### config.mk
export PLATFORM = sky130hd
export DESIGN_NAME = rgb_pwm_sequencer
export DESIGN_NICKNAME = d
export VERILOG_FILES = /design/src/rtl/rgb_pwm_sequencer_pkg.sv /design/src/rtl/rgb_pwm_timebase.sv /design/src/rtl/rgb_pwm_sequencer.sv
export SDC_FILE = /design/constraint.sdc
export NUM_CORES = 1
export LEC_CHECK = 0
export ABC_CLOCK_PERIOD_IN_PS = 10100
export CORE_MARGIN = 2
export CORE_UTILIZATION = 60
export CTS_BUF_LIST = sky130_fd_sc_hd__clkbuf_2 sky130_fd_sc_hd__clkbuf_4 sky130_fd_sc_hd__clkbuf_8
export CTS_CLUSTER_DIAMETER = 50
export DETAILED_ROUTE_END_ITERATION = 8
export PLACE_DENSITY = 0.78
export SLEW_MARGIN = 5
export SYNTH_ARGS = -nofsm -noshare
export SYNTH_HDL_FRONTEND = slang
export SYNTH_SLANG_ARGS = --single-unit
### constraint.sdc
create_clock -name int_osc -period 10.1 [get_ports int_osc]
set_input_delay 1.515 -clock int_osc [delete_from_list [all_inputs] [get_ports int_osc]]
set_output_delay 1.515 -clock int_osc [all_outputs]
set_load 0.05 [all_outputs]
### src/rtl/rgb_pwm_sequencer_pkg.sv
// rtl/rgb_pwm_sequencer_pkg.sv - command modes, pattern states and entry-state helper
package rgb_pwm_sequencer_pkg;

    localparam logic [1:0] MODE_OFF     = 2'd0;
    localparam logic [1:0] MODE_SOLID   = 2'd1;
    localparam logic [1:0] MODE_BLINK   = 2'd2;
    localparam logic [1:0] MODE_BREATHE = 2'd3;

    typedef enum logic [2:0] {
        ST_OFF       = 3'd0,
        ST_SOLID     = 3'd1,
        ST_BLINK_ON  = 3'd2,
        ST_BLINK_OFF = 3'd3,
        ST_RAMP_UP   = 3'd4,
        ST_RAMP_DOWN = 3'd5
    } state_t;

    function automatic state_t mode_entry(input logic [1:0] mode);
        case (mode)
            MODE_SOLID:   return ST_SOLID;
            MODE_BLINK:   return ST_BLINK_ON;
            MODE_BREATHE: return ST_RAMP_UP;
            default:      return ST_OFF;
        endcase
    endfunction

endpackage

### src/rtl/rgb_pwm_timebase.sv
// rtl/rgb_pwm_timebase.sv - prescaled PWM counter with frame boundary strobe
module rgb_pwm_timebase #(
    parameter int CNT_W    = 8,
    parameter int PRESCALE = 47
) (
    input  logic             int_osc,
    input  logic             rst_n,
    output logic [CNT_W-1:0] cnt,
    output logic             frame_strobe
);

    localparam int              PW         = (PRESCALE > 0) ? $clog2(PRESCALE + 1) : 1;
    localparam logic [PW-1:0]   PRESC_LAST = PW'(PRESCALE);
    localparam logic [CNT_W-1:0] CNT_MAX   = '1;

    logic [PW-1:0] presc;
    logic          tick;

    assign tick         = (presc == PRESC_LAST);
    assign frame_strobe = tick && (cnt == CNT_MAX);

    always_ff @(posedge int_osc or negedge rst_n) begin
        if (!rst_n) begin
            presc <= '0;
            cnt   <= '0;
        end else begin
            presc <= tick ? '0 : presc + 1'b1;
            if (tick) begin
                cnt <= cnt + 1'b1;
            end
        end
    end

endmodule

### src/rtl/rgb_pwm_sequencer.sv
// rtl/rgb_pwm_sequencer.sv - three-channel OFF/SOLID/BLINK/BREATHE PWM sequencer
module rgb_pwm_sequencer
    import rgb_pwm_sequencer_pkg::*;
#(
    parameter int CNT_W        = 8,
    parameter int PRESCALE     = 47,
    parameter int BLINK_FRAMES = 244,
    parameter int BREATHE_STEP = 4
) (
    input  logic               int_osc,
    input  logic               rst_n,
    input  logic               cmd_valid,
    output logic               cmd_ready,
    input  logic [1:0]         cmd_mode,
    input  logic [3*CNT_W-1:0] cmd_rgb,
    output logic               pwm_red,
    output logic               pwm_green,
    output logic               pwm_blue,
    output logic               frame_strobe,
    output logic [1:0]         mode_active
);

    localparam int               FW         = (BLINK_FRAMES > 1) ? $clog2(BLINK_FRAMES) : 1;
    localparam logic [FW-1:0]    BLINK_LAST = FW'(BLINK_FRAMES - 1);
    localparam logic [CNT_W-1:0] CNT_MAX    = '1;
    localparam logic [CNT_W-1:0] STEP       = CNT_W'(BREATHE_STEP);

    logic [CNT_W-1:0]   cnt;
    logic               boundary;
    state_t             state, state_nx;
    logic [CNT_W-1:0]   level, level_nx;
    logic [FW-1:0]      frame_cnt, frame_cnt_nx;
    logic [3*CNT_W-1:0] rgb_q, rgb_nx;
    logic [1:0]         mode_q, mode_nx;
    logic               pend_vld, pend_vld_nx;
    logic [1:0]         pend_mode, pend_mode_nx;
    logic [3*CNT_W-1:0] pend_rgb, pend_rgb_nx;
    logic [CNT_W:0]     up_sum;
    logic [CNT_W-1:0]   duty_r, duty_g, duty_b;

    rgb_pwm_timebase #(
        .CNT_W    (CNT_W),
        .PRESCALE (PRESCALE)
    ) u_timebase (
        .int_osc      (int_osc),
        .rst_n        (rst_n),
        .cnt          (cnt),
        .frame_strobe (boundary)
    );

    assign frame_strobe = boundary;
    assign cmd_ready    = ~pend_vld;
    assign mode_active  = mode_q;
    assign up_sum       = {1'b0, level} + {1'b0, STEP};

    function automatic logic [CNT_W-1:0] scale(input logic [CNT_W-1:0] c, input logic [CNT_W-1:0] lv);
        logic [2*CNT_W-1:0] p;
        p = {{CNT_W{1'b0}}, c} * {{CNT_W{1'b0}}, lv};
        return CNT_W'(p >> CNT_W);
    endfunction

    always_ff @(posedge int_osc or negedge rst_n) begin
        if (!rst_n) begin
            state     <= ST_OFF;
            level     <= '0;
            frame_cnt <= '0;
            rgb_q     <= '0;
            mode_q    <= MODE_OFF;
            pend_vld  <= 1'b0;
            pend_mode <= MODE_OFF;
            pend_rgb  <= '0;
            pwm_red   <= 1'b0;
            pwm_green <= 1'b0;
            pwm_blue  <= 1'b0;
        end else begin
            state     <= state_nx;
            level     <= level_nx;
            frame_cnt <= frame_cnt_nx;
            rgb_q     <= rgb_nx;
            mode_q    <= mode_nx;
            pend_vld  <= pend_vld_nx;
            pend_mode <= pend_mode_nx;
            pend_rgb  <= pend_rgb_nx;
            pwm_red   <= (cnt < duty_r);
            pwm_green <= (cnt < duty_g);
            pwm_blue  <= (cnt < duty_b);
        end
    end

    // A pending command and a pattern step are mutually exclusive at a boundary.
    always_comb begin
        state_nx     = state;
        level_nx     = level;
        frame_cnt_nx = frame_cnt;
        rgb_nx       = rgb_q;
        mode_nx      = mode_q;
        pend_vld_nx  = pend_vld;
        pend_mode_nx = pend_mode;
        pend_rgb_nx  = pend_rgb;

        if (cmd_valid && !pend_vld) begin
            pend_vld_nx  = 1'b1;
            pend_mode_nx = cmd_mode;
            pend_rgb_nx  = cmd_rgb;
        end

        if (boundary) begin
            if (pend_vld) begin
                pend_vld_nx  = 1'b0;
                rgb_nx       = pend_rgb;
                mode_nx      = pend_mode;
                state_nx     = mode_entry(pend_mode);
                level_nx     = '0;
                frame_cnt_nx = '0;
            end else begin
                case (state)
                    ST_BLINK_ON, ST_BLINK_OFF: begin
                        if (frame_cnt == BLINK_LAST) begin
                            frame_cnt_nx = '0;
                            state_nx     = (state == ST_BLINK_ON) ? ST_BLINK_OFF : ST_BLINK_ON;
                        end else begin
                            frame_cnt_nx = frame_cnt + 1'b1;
                        end
                    end
                    ST_RAMP_UP: begin
                        if (up_sum >= {1'b0, CNT_MAX}) begin
                            level_nx = CNT_MAX;
                            state_nx = ST_RAMP_DOWN;
                        end else begin
                            level_nx = up_sum[CNT_W-1:0];
                        end
                    end
                    ST_RAMP_DOWN: begin
                        if (level <= STEP) begin
                            level_nx = '0;
                            state_nx = ST_RAMP_UP;
                        end else begin
                            level_nx = level - STEP;
                        end
                    end
                    default: ;
                endcase
            end
        end
    end

    always_comb begin
        duty_r = '0;
        duty_g = '0;
        duty_b = '0;
        case (state)
            ST_SOLID, ST_BLINK_ON: begin
                duty_r = rgb_q[3*CNT_W-1 -: CNT_W];
                duty_g = rgb_q[2*CNT_W-1 -: CNT_W];
                duty_b = rgb_q[CNT_W-1:0];
            end
            ST_RAMP_UP, ST_RAMP_DOWN: begin
                duty_r = scale(rgb_q[3*CNT_W-1 -: CNT_W], level);
                duty_g = scale(rgb_q[2*CNT_W-1 -: CNT_W], level);
                duty_b = scale(rgb_q[CNT_W-1:0], level);
            end
            default: ;
        endcase
    end

endmodule
==> flow_metrics.tcl <==
set metrics [dict create \
    tns_ns 0 \
    grt_overflow 0 \
    grt_pass1_vias 7824 \
    ff2ff_path_depth 20 \
    tritoncts "done" \
    grt_max_degree 50 \
    fin_crit_ns 6.42 \
    setup_slack_ns 3.68 \
    synth_edf_count 0 \
    antenna_found_initial 0 \
    netlist_instances 1072 \
    clk_latency_ns 0.38 \
    worstPathArrival_ns 6.72 \
    placed_cell_area_mm2 0.0108 \
    max_cap_violations 0 \
    endpoint "pwm_red" \
    hp-start "u_timebase.presc[0]" \
    numCtsBuffers 9 \
    startpoint "level[4]" \
    grt_pass1_wl_um 38000 \
    die_x_um 135 \
    rrSetupSlack_ns 3.68 \
    ir_worst_vdd_uv 94.8 \
    netlist_top_cells_area "dfrtp_1 (21%), fa_1 (20%), ha_1 (15%)" \
    synthFlopType "dfrtp_1" \
    nFillCells 1364 \
    hold_depth 1 \
    max_clock_freq_mhz 156 \
    yosysWarnings 0 \
    netlist_area_mm2 0.0103 \
    fin_crit_sh_pct 63.6 \
    setup_viol 0 \
    end_kind "register" \
    ys_seq_area_share_pct 21.3 \
    async_reset_ff_share_pct 100 \
    skew_ns 0.00742 \
    coreArea_mm2 0.0167 \
    diodes 0 \
    final_cell_mix "inv_1 (165), ha_1 (127), fa_1 (105), and2_1 (102), nand2_1 (96)" \
    root_buffer "clkbuf_8" \
    die_y_um 135 \
    synth_cell_types 69 \
    drt_first_pass_iters 5 \
    crit_path_start_kind "register" \
    layout_commonest_cell "inv_1" \
    drt-total-wl_um 22000 \
    ctsHtreeMaxLevel 3 \
    wire_per_inst_um 16.8 \
    rsz0062_at_grt "false" \
    status "completed" \
    synth_largest_area_cell "dfrtp_1" \
    p_total_uw 669 \
    reg2reg_to "pwm_red" \
    drc 0 \
    nets 1346 \
    path_class "register to register" \
    ys_seq_elements 88 \
    via_count 7591 \
    dpl_worst_slack_ns 3.69 \
    worst_pin_slew_ns 1.15 \
    area_delta_synth_final_pct 6.90 \
    drt-initial-drc-count 399 \
    cts_setup_buffers 0 \
    io_pins 36 \
    hold_viol_final 0 \
    pwr_density_cell_mw_per_mm2 60.6 \
    vias_per_cell 5.79 \
    cts_hold_buf 0 \
    maxSlewHeadroom_pct 23.3 \
    antenna_left 0 \
    syn_avg_cell_area_um2 9.64 \
    cts.sinks 88 \
    synth_top_area_share_pct 21.3 \
    utilization_pct 66.1 \
    cts_repair_resize_count 0 \
    drive_above_1_share_pct 8.72 \
    dieArea_mm2 0.0183 \
    p_leak_uw 0.00579 \
    track_usage_pct 26.4 \
    required_ns 10.40 \
    maxSlewViolCount 0 \
    regArea_mm2 0.00220 \
    io_buffers 35 \
    std_cell_rows 47 \
    clockBufferDepth 2 \
    worstReg2RegStart "level[4]" \
    final_area_mm2 0.0110 \
    crit_fanout 35 \
    synth_nets 1333 \
    multi_input_area_mm2 0.00733 \
    start_util_pct 61.9 \
    hpwl_um 16500 \
    place.gp.congestion 0.853 \
    min_path_type "register to register" \
    clkTransAtPathRegs_ns 0.09 \
]
[cells in the mapped netlist (all sizes together), types with 2 or more instances]
cell type	number
inv	165
nand3	14
a31oi	6
a21o	14
o211ai	3
or3	4
xnor2	22
a211oi	4
a22oi	18
or2	3
and3	4
o21a	2
nor2	28
nor3	8
mux2	56
o21bai	4
o22ai	4
ha	127
and4	3
fa	105
nand2	97
a311o	2
dfrtp	88
o21ai	30
nand3b	2
nor4	7
clkbuf	29
nor4b	2
or4	2
nor3b	3
and2	103
a221oi	2
o31ai	12
nand2b	8
buf	11
and4b	3
xor2	19
nand4	12
nor2b	7
o311ai	3
a21oi	25
[cell type report]
type / instances / share of cell area, %
multi-input combinational: 779 / 66.4
sequential: 88 / 19.9
inverter: 165 / 5.61
timing repair buffer: 42 / 3.63
tap: 220 / 2.49
clock buffer: 10 / 1.25
clock inverter: 6 / 0.680
[sequential cells by signal, indices dropped and copies added, names as in the netlist]
name / flops
level: 7
state: 3
rgb_q: 24
mode_active: 2
pend_vld: 1
pwm_red: 1
pwm_blue: 1
u_timebase.presc: 6
u_timebase.cnt: 8
frame_cnt: 8
pwm_green: 1
pend_rgb: 24
pend_mode: 2
[critical path: stages (launching register included)]
cell,delay [ns]
dfrtp_1,1.11
nand2_1,0.19
fa_1,0.53
fa_1,0.50
inv_1,0.06
fa_1,0.53
inv_1,0.06
fa_1,0.53
inv_1,0.04
ha_1,0.30
o21ai_0,0.09
nor2_1,0.08
or3_1,0.41
a311o_1,0.39
xor2_1,0.15
a22oi_1,0.09
ha_1,0.22
a2111oi_0,0.58
a311o_1,0.25
a31oi_1,0.05
nor3_1,0.17
[through the flow]
stage | std cells | hold slack, ns
4_1_cts | 1310 | 0.478
5_1_grt | 1310 | 0.488
3_3_place_gp | 1294 | 0.450
3_5_place_dp | 1294 | 0.466
6_report | 1310 | 0.471
2_1_floorplan | 1072 | 0.432
[logic make-up after synthesis]
family,after synthesis,synth area share [%]
compound gates,138,9.08
xor+xnor,41,3.48
fa+ha+maj,232,35.7
buf+inv,205,7.74
flops,88,21.3
mux,57,6.24
simple gates,311,16.4
[routing by layer]
metal  GRT usage, %  wire length (um)  share of wire [%]
met1           35.0              9570                 43
met2           44.2             10800                 49
met3           4.98              1190                5.4
met4           8.10               486                2.2
met5              0                 0                  0
[report_power, final]
part	switching, uW	total [uW]	internal, uW
logic	12.1	32.2	20.2
clock network	139	264	124
registers	7.75	373	365
total	159	669	510
[how the worst min path moves through the flow]
stage | endpoint | slack (ns)
finish | u_timebase.presc[0] | 0.47
global route | u_timebase.presc[0] | 0.49
CTS | u_timebase.presc[0] | 0.48
detailed placement | u_timebase.presc[0] | 0.47
global placement | u_timebase.presc[0] | 0.45
floorplan | u_timebase.presc[0] | 0.43
No activity file was read; power rests on OpenSTA's default activity.
==> RTL change 1, RTL diff (same settings) <==
Remove the register `pwm_blue`: a continuous assignment takes its place, so the output `pwm_blue` follows one clock earlier.
--- a/src/rtl/rgb_pwm_sequencer.sv
+++ b/src/rtl/rgb_pwm_sequencer.sv
@@ -71,7 +71,6 @@
             pend_rgb  <= '0;
             pwm_red   <= 1'b0;
             pwm_green <= 1'b0;
-            pwm_blue  <= 1'b0;
         end else begin
             state     <= state_nx;
             level     <= level_nx;
@@ -83,9 +82,10 @@
             pend_rgb  <= pend_rgb_nx;
             pwm_red   <= (cnt < duty_r);
             pwm_green <= (cnt < duty_g);
-            pwm_blue  <= (cnt < duty_b);
         end
     end
+
+    assign pwm_blue = (cnt < duty_b);
 
     // A pending command and a pattern step are mutually exclusive at a boundary.
     always_comb begin
Function: no difference found for any inputs over 10 cycles, from zero or initial values and one cycle with rst_n low; that may be too few to reach the edited logic, so the function may still have changed.
==> RTL change 1 against the unedited design <==
Fmax is 30% lower. Critical path depth is 2 higher. Power is 2.1% lower. Clock power is 4% lower. Synthesized area is 0.24% lower. Wire length is 1.7% higher. Setup slack worse by 2.8 ns. Sequential cell count is 1 lower. Final cell count hardly changed. First-iteration DRC count is 14% higher. Register-to-register slack worse by 0.06 ns. Design area is 0.25% lower. Critical path type is now reg2out.
==> RTL change 1: results (changes against the unedited design) <==
[status]
status=finished clean

[cells_and_area]
drive_gt1_share_pct=8.807  ; +0.092 points
final_cells=1311  ; +0.076%
reg.largest.list=pend_rgb: 24 flops, rgb_q: 24 flops

[timing]
tightest_slew_ns=0.9798  ; -0.1705 ns
max_freq_ghz=0.1083  ; -30%
whs_ns=0.4697  ; -0.001494 ns
worst_clock_skew_ns=0.01561  ; +0.008193 ns

[place]
hpwlAfterDp_um=16690  ; +1.4%
place.gp.congestion=0.8841  ; +3.6%
pre_cts_ws_ns=1.336  ; -2.349 ns
io_buffers=35  ; unchanged

[logic_synthesis]
yosys_warnings=0  ; unchanged
synth_common_cells=165 x inv_1, 127 x ha_1, 105 x fa_1, 102 x and2_1, 96 x nand2_1
synth.distinct_cells=69  ; unchanged
yosysSeqAreaShare_pct=21.13  ; -0.19 points
synth_area_leaders=dfrtp_1 21%, fa_1 20%, ha_1 15%
syn_inst=1071  ; -0.093%
async_flop_share_pct=100.0  ; unchanged

[power_and_ir_drop]
max-vdd-ir-drop_uv=107.1  ; +13%
power.leakage_nw=5.778  ; -0.21%
p_int_mw=0.4963  ; -2.7%

[setup_path]
rrSetupSlack_ns=3.62  ; -0.06 ns
cp.arrival_ns=7.72  ; +1.00 ns
worstPathMaxFanout=29  ; -17%

[cts]
cts_resized=0  ; unchanged
htree_levels=3  ; unchanged
cts_max_path_buffers=2  ; unchanged
cts_setup_buffers=0  ; unchanged
cts-root-buf=clkbuf_8
cts_buffers=9  ; unchanged
clk_pin_slew_ns=0.10
clk_latency_ns=0.39

[grt]
grt_pass1_vias=8046  ; +2.8%
grt_max_degree=61  ; +22%
grt_first_pass_wirelength_um=39050  ; +2.8%
grt_usage_pct=27.27  ; +0.89 points
antenna_found_initial=0  ; unchanged

[route]
routed_wl_um=22410  ; +1.7%
route.vias.total=7488  ; -1.4%
drt_iter0_markers=456  ; +14%
dr.pass1.iters=5  ; unchanged

[hold_path]
min_path_type=reg2reg

RTL change 1: worst max-delay path, cell delays in order (launching register included):
cell and delay, ns:
dfrtp_1 0.92, nand2_1 0.16, fa_1 0.53, fa_1 0.56, inv_1 0.06, fa_1 0.53
inv_1 0.06, fa_1 0.53, inv_1 0.04, ha_1 0.23, or4_1 0.43, a21oi_2 0.26
o31ai_1 0.16, xor2_1 0.16, a22oi_1 0.19, ha_1 0.30, a21o_1 0.19, a21o_1 0.16
a21o_1 0.16, a21oi_1 0.13, nor2b_1 0.06, nor4_1 0.55, clkdlybuf4s50_1 0.94
RTL change 1: final cells by class:
class,count,area [sq um]
sequential,87,2177
multi-input combinational,779,7333
timing repair buffer,44,415.4
fill,1387,5685
tap,220,275.3
antenna,1,2.502
clock buffer,9,123.9
inverter,165,619.3
clock inverter,6,68.82
RTL change 1: power groups by stage:
stage | clock (mW) | combinational, mW | sequential, mW
after floorplan | 0 | 0.0132 | 0.373
after global placement | 0 | 0.0317 | 0.376
after detailed placement | 0 | 0.0329 | 0.377
after CTS | 0.262 | 0.0330 | 0.370
after global routing | 0.274 | 0.0360 | 0.372
final | 0.253 | 0.0321 | 0.370
RTL change 1: per-stage QoR:
stage	area, sq um	power, mW
3_3_place_gp	10820	0.4078
5_1_grt	11010	0.6815
2_1_floorplan	10300	0.3865
3_5_place_dp	10820	0.4097
4_1_cts	11010	0.6649
6_report	11020	0.6548
RTL change 1: worst paths after layout:
check / from / end / depth (start not counted)
setup / recovery: level[6] / pwm_blue / 22
hold / removal: u_timebase.presc[0] / u_timebase.presc[0] / 1
setup reg to reg: level[6] / pwm_red / 18
hold reg to reg: u_timebase.presc[0] / u_timebase.presc[0] / 1
max in group asynchronous: rst_n / pend_rgb[10] / 2
min in group asynchronous: rst_n / frame_cnt[2] / 1
RTL change 1: cells by family after synthesis:
| logic type | Yosys count | synth area share (%) |
|---|---|---|
| simple gates | 311 | 16.45 |
| compound gates | 138 | 9.107 |
| fa+ha+maj | 232 | 35.82 |
| mux | 57 | 6.253 |
| flops | 87 | 21.13 |
| buf+inv | 205 | 7.758 |
| xor+xnor | 41 | 3.485 |
RTL change 1: metal layers:
metal  track usage [%]  share of wire (%)  vias up
met5                 0                  0        -
met3             4.129                4.6       47
met1             37.23                 45     3704
met4             9.375                2.6        0
met2             44.78                 48      180
li1                  -                  -     3557
==> RTL change 2, RTL diff (same settings) <==
Without the edit above. `PRESCALE` is set to 47 in 2 places; all go to 94.
--- a/src/rtl/rgb_pwm_timebase.sv
+++ b/src/rtl/rgb_pwm_timebase.sv
@@ -1,7 +1,7 @@
 // rtl/rgb_pwm_timebase.sv - prescaled PWM counter with frame boundary strobe
 module rgb_pwm_timebase #(
     parameter int CNT_W    = 8,
-    parameter int PRESCALE = 47
+    parameter int PRESCALE = 94
 ) (
     input  logic             int_osc,
     input  logic             rst_n,
--- a/src/rtl/rgb_pwm_sequencer.sv
+++ b/src/rtl/rgb_pwm_sequencer.sv
@@ -3,7 +3,7 @@
     import rgb_pwm_sequencer_pkg::*;
 #(
     parameter int CNT_W        = 8,
-    parameter int PRESCALE     = 47,
+    parameter int PRESCALE     = 94,
     parameter int BLINK_FRAMES = 244,
     parameter int BREATHE_STEP = 4
 ) (
Check against the original RTL: same outputs for any inputs over 10 cycles, from zero or initial values and one cycle with rst_n low; that may be too few to reach the edited logic, so the function may still have changed.
==> RTL change 2 against the unedited design <==
Design area decreased by 0.24%. Final cell count about the same. Combinational power decreased by 1%. Sequential cell count increased by 1. Sequential power increased by 1%. Wire length decreased by 0.82%. Power decreased by 2.0%. Synthesized area about the same. Setup slack improved by 0.030 ns. Synthesized cell count increased by 0.47%. Largest power group unchanged. Highest routed layer unchanged.
==> RTL change 2: results (changes against the unedited design) <==
[grt]
grt_usage_pct=26.28  ; -0.11 points
grt_pass1_vias=7877  ; +0.68%
grt_max_degree=73  ; +46%
grt_first_pass_wirelength_um=38270  ; +0.71%

[cells_and_area]
reg.largest.list=pend_rgb: 24 flops, rgb_q: 24 flops
drive_gt1_share_pct=8.173  ; -0.54 points
nets=1347  ; +0.074%
num_antenna_cells=0  ; unchanged

[power_and_ir_drop]
power.leakage_nw=5.821  ; +0.53%
max-vdd-ir-drop_uv=131.6  ; +39%
seqPwrFrac_pct=57.5  ; +1.7 points
p_comb_share_pct=4.8  ; about the same
p_sw_share_pct=23.15  ; -0.61 points

[route]
route.vias.total=7517  ; -0.97%
drt_iter0_markers=447  ; +12%
post_drt_wl_per_cell_um=16.70  ; -0.74%

[logic_synthesis]
synth.distinct_cells=63  ; -8.7%
synth_common_cells=163 x inv_1, 128 x ha_1, 105 x fa_1, 104 x and2_1, 89 x dfrtp_1
synth_area_leaders=dfrtp_1 22%, fa_1 20%, ha_1 16%
synth_edf_count=0  ; unchanged
yosysSeqAreaShare_pct=21.57  ; +0.25 points
syn-num-nets=1339  ; +0.45%

[setup_path]
cp.arrival_ns=6.70  ; -0.02 ns
worst_path_largest_cell_delay_ns=1.09  ; -0.02 ns
worstPathMaxFanout=34  ; -2.9%
slowest_stage=dfrtp_1

[timing]
max-slew-margin-rel_pct=26.11  ; +2.8 points
worst_clock_skew_ns=0.01471  ; +0.007290 ns

[cts]
htree_levels=3  ; unchanged
cts_max_path_buffers=2  ; unchanged

[place]
place.gp.congestion=0.8918  ; +4.5%
pre_cts_ws_ns=3.814  ; +0.1286 ns
hpwlAfterDp_um=16750  ; +1.8%

[status]
status=finished clean

## RTL change 2: cell count changes in the layout (fill, tap and decap cells not counted), moves of 5 or more
cell / delta
nand3_1: +11
nand2_1: -8
nor3_1: +6
o31ai_1: -6
a22o_1: +5
nand4_1: -5
## RTL change 2: cell families (layout without fill, tap and decap cells)
logic type | Yosys count | after routing | share of synthesized area (%)
DFF | 89 | 89 | 21.57
muxes | 56 | 56 | 6.108
xor gates and xnor gates | 37 | 37 | 3.139
buffers and inverters | 209 | 221 | 7.768
and+or+nand+nor | 312 | 312 | 16.13
adders and majority gates | 233 | 233 | 35.87
AOI/OAI and AO/OA | 141 | 141 | 9.416
## RTL change 2: worst paths after layout
kind	cells after the start	from	to	slack (ns)
min	1	pend_rgb[15]	rgb_q[15]	0.50
min in group asynchronous	1	rst_n	pend_rgb[9]	0.99
min reg2reg	1	pend_rgb[15]	rgb_q[15]	0.50
max in group asynchronous	2	rst_n	rgb_q[16]	7.95
max	21	level[4]	pwm_blue	3.71
max reg2reg	21	level[4]	pwm_blue	3.71
## RTL change 2: layer usage
metal	track usage, %	part of all wire [%]	vias up
met5	0	0	-
met4	6.771	1.7	0
met3	3.180	4.6	35
met2	43.03	47	183
met1	37.54	46	3730
li1	-	-	3569
## RTL change 2: layout make-up
class                      count  area, sq um
multi-input combinational    779         7301
fill                        1342         5684
sequential                    89         2227
inverter                     164        620.6
timing repair buffer          42        400.4
tap                          220        275.3
clock buffer                   9        123.9
clock inverter                 6        68.82
## RTL change 2: stage by stage
stage | instance area (sq um) | total power, mW | cells
global placement | 10820 | 0.4152 | 1294
floorplan | 10320 | 0.3948 | 1077
global route | 11020 | 0.6791 | 1309
finish | 11020 | 0.6557 | 1309
CTS | 11020 | 0.6603 | 1309
detailed placement | 10820 | 0.4170 | 1294
